`config.mk`:
```
export PLATFORM = sky130hd
export DESIGN_NAME = decoder_3_to_8
export DESIGN_NICKNAME = d
export VERILOG_FILES = /design/src/rtl/decoder_3_to_8.sv
export SDC_FILE = /design/constraint.sdc
export NUM_CORES = 1
export LEC_CHECK = 0
export ABC_CLOCK_PERIOD_IN_PS = 800
export CAP_MARGIN = 20
export CORE_AREA = 2 2 39 41
export DETAILED_ROUTE_END_ITERATION = 7
export DIE_AREA = 0 0 41 43
export PLACE_DENSITY = 0.48
export SETUP_SLACK_MARGIN = 0.05
export SKIP_LAST_GASP = 1
export SLEW_MARGIN = 0
export SYNTH_ARGS = -nofsm -noshare
export SYNTH_HDL_FRONTEND = slang
export SYNTH_SLANG_ARGS = --single-unit
export TNS_END_PERCENT = 1
```
`constraint.sdc`:
```
create_clock -name clk -period 0.8 [get_ports clk]
set_input_delay 0.08 -clock clk [delete_from_list [all_inputs] [get_ports clk]]
set_output_delay 0.08 -clock clk [all_outputs]
set_load 0.01 [all_outputs]
```
`src/rtl/decoder_3_to_8.sv`:
```
// Registered 3-to-8 one-hot decoder producing glitch-free minterms {a,b,c_in}
// for downstream OR-based logic, with optional active-low output polarity.
module decoder_3_to_8 #(
  parameter bit ACTIVE_LOW_OUT = 1'b0
) (
  input  logic       clk,
  input  logic       rst_n,
  input  logic       en,
  input  logic       a,
  input  logic       b,
  input  logic       c_in,
  output logic [7:0] w,
  output logic       valid
);

  localparam int unsigned SEL_W     = 3;
  localparam int unsigned NUM_LINES = 8;

  // Polarity is folded in before the flop so w is driven straight from a register.
  localparam logic [NUM_LINES-1:0] IDLE_W =
    ACTIVE_LOW_OUT ? {NUM_LINES{1'b1}} : {NUM_LINES{1'b0}};

  logic [SEL_W-1:0]     sel;
  logic [NUM_LINES-1:0] onehot;
  logic [NUM_LINES-1:0] w_d;
  logic [NUM_LINES-1:0] w_q;
  logic                 valid_d;
  logic                 valid_q;

  assign sel = {a, b, c_in};

  always_comb begin
    onehot  = NUM_LINES'(1) << sel;
    w_d     = IDLE_W;
    valid_d = 1'b0;
    if (en) begin
      w_d     = ACTIVE_LOW_OUT ? ~onehot : onehot;
      valid_d = 1'b1;
    end
  end

  always_ff @(posedge clk) begin
    if (!rst_n) begin
      w_q     <= IDLE_W;
      valid_q <= 1'b0;
    end else begin
      w_q     <= w_d;
      valid_q <= valid_d;
    end
  end

  assign w     = w_q;
  assign valid = valid_q;

endmodule

```
==> results.py <==
metrics = {
    "logic_synthesis": {
        "muxShareOfSynthArea_pct": 0,
        "yosysMostFrequentCell": "dfxtp_1",
        "yosysUniqueCellTypes": 8,
        "ys_warn_count": 0,
        "synth_edf_count": 0,
        "synth_simple_gate_area_share_pct": 34.8,
        "synth_top_family_by_area": "simple AND/OR/NAND/NOR gates",
        "ys_top_cells_by_area": "dfxtp_1 (65%), nor2_1 (8.1%), nand3b_4 (7.2%)",
        "syn_avg_cell_area_sq_um": 12.0,
        "syn_area_sq_um": 277,
        "async_flop_share_pct": 0,
        "synth-main-ff-cell": "dfxtp_1",
        "synth_xor_area_share_pct": 0,
        "synth_fa_ha_area_share_pct": 0,
        "netlist_instances": 23,
        "synth_compound_area_share_pct": 0,
        "ys_seq_area_share_pct": 65.2,
        "ys_seq_elements": 9,
        "yosysTopAreaCellShare_pct": 65.2,
        "synthTopCellsByCount": "dfxtp_1 (9), nor2_1 (6), nand2b_1 (2), nor3_2 (2)",
        "yosysTopAreaCell": "dfxtp_1",
        "synthesis.nets": 29,
    },
    "detailed_routing": {
        "drtIter0Drc": 0,
        "viasPerCell": 3.74,
        "dr_total_vias": 217,
        "ant_nets": 0,
        "wirelength_microns": 507,
        "first_pass_iters": 1,
        "wl_per_cell_microns": 8.74,
        "drt_drc_violations_left": 0,
    },
    "clocking": {
        "htree_levels": 1,
        "cts_root_buf": "clkbuf_4",
        "cts_tree": "done",
        "cts_buffers": 3,
        "cts.sinks": 9,
        "postCtsSetupBuffers": 0,
        "cts_hold_buf": 0,
        "clk_pin_slew_ns": 0.06,
        "clockBufferDepth": 2,
    },
    "critical_path": {
        "critPathRequiredTime_ns": 0.72,
        "path_class": "flip-flop to output pin",
        "cp_data_arrival_time_ns": 0.69,
        "critPathCaptureType": "output pin",
        "cp_cell_sequence": "buf_2",
        "cp_top_family": "flip-flops",
        "cp-start-kind": "flip-flop",
        "cpMaxStageDelayCell": "dfxtp_2",
        "max_stage_delay_ns": 0.31,
        "cp.buffers_inverters": 1,
        "crit_fanout": 1,
    },
    "placement": {
        "place_congestion": 0.697,
        "hpwl_microns": 389,
        "dpl.cell_count": 54,
        "place_area_sq_um": 444,
        "portBuffers": 14,
        "preCtsSetupSlack_ns": -0.184,
    },
    "hold_path": {
        "min-delay-start": "b",
        "hold-path-cell-count": 3,
        "hp-class": "input port to flip-flop",
        "hold_end": "w[2]",
    },
    "sta": {
        "hold_ws_ns": 0.462,
        "post-route-period-util_pct": 95.9,
        "relSlewSlack_pct": 87.7,
        "fmax_ghz": 1.30,
        "setup_violations": 0,
        "layout_min_cycle_time_ns": 0.767,
        "maxSlewViolCount": 0,
        "rsz0062_at_grt": "true",
        "setup_slack_ns": 0.0325,
        "finalHoldViolCount": 0,
        "worstMarginPinSlew_ns": 0.184,
    },
    "die": {
        "start_util_pct": 20.0,
        "pin_count": 15,
        "fp.dieH_microns": 43,
        "die-area_sq_um": 1760,
        "placement_rows": 14,
        "coreArea_sq_um": 1380,
        "die_w_microns": 41,
    },
    "layout": {
        "fin_area_sq_um": 449,
        "final_cells": 58,
        "syn2layout_area_growth_pct": 62.4,
        "n_antenna_cell": 0,
        "drive_gt1_share_pct": 52.4,
        "final_nets": 49,
    },
    "power_and_ir_drop": {
        "pwr_density_cell_nw_per_um2": 1960,
        "ir_drop_uv": 1040,
        "leakagePower_uw": 0.000204,
    },
    "outcome": {
        "status": "finished, final reports clean",
    },
    "global_route": {
        "grt_pass1_wl_microns": 883,
        "track_usage_pct": 8.16,
        "grt_max_degree": 6,
        "antenna_found_initial": 0,
        "grt_overflow": 0,
        "first_global_vias": 206,
    },
    "run": {
        "max_cap_violations": 0,
    },
}
-- area by class of cell --
type	count	area [sq um]
clock buffers	4	26.3
fillers	153	935
multi-input cells	14	96.3
flip-flops and latches	9	185
well taps	16	20.0
repair buffers	15	121
-- sequential cells by signal (all words and copies together) (netlist names) --
name and count:
valid 1, w 8
-- layer usage --
| metal | wire length, microns | global-route usage [%] | up-vias |
|---|---|---|---|
| met3 | 61 | 4.71 | 2 |
| met5 | 0 | 0 | - |
| met2 | 226 | 9.69 | 11 |
| met1 | 208 | 9.42 | 91 |
| met4 | 11 | 8.00 | 0 |
| li1 | - | - | 113 |
-- worst max-delay path by stage --
stage / start / to / cells after the start
final: w[5] / w[5] / 1
after floorplan: valid / valid / 0
after global routing: w[0] / w[0] / 1
after detailed placement: rst_n / w[2] / 3
after CTS: w[7] / w[7] / 1
after global placement: rst_n / w[2] / 3
-- per-stage QoR --
step,total power [uW],TNS (ns),utilization [%]
2_1_floorplan,496,0,-
3_3_place_gp,556,-2.09,32.1
3_5_place_dp,557,-2.20,32.1
4_1_cts,891,0,30.7
5_1_grt,935,-0.00102,32.5
6_report,880,0,32.5
-- repair_timing --
action	CTS	global route
pin swaps	0	0
endpoints found under the setup margin	9	10
gates resized for setup	36	7
hold endpoints to repair	0	0
-- power by group --
part	switching, uW	total, uW	leakage [uW]	internal [uW]
Sequential	2.30	460	0.0000750	458
Clock	147	339	0.0000150	192
Combinational	34.9	80.7	0.000114	45.8
Total	185	880	0.000204	695
-- cell families after synthesis --
| group | after synthesis |
|---|---|
| and+or+nand+nor | 14 |
| DFF | 9 |
-- placed cells by master (no fill, tap or decap), drive strengths merged --
master and instances:
and2 1, buf 10, clkbuf 4, clkdlybuf4s50 5, dfxtp 9, nand2 1
nand2b 2, nand3 1, nand3b 1, nor2 6, nor3 2
Note: power is estimated with default switching activity, not from simulation.
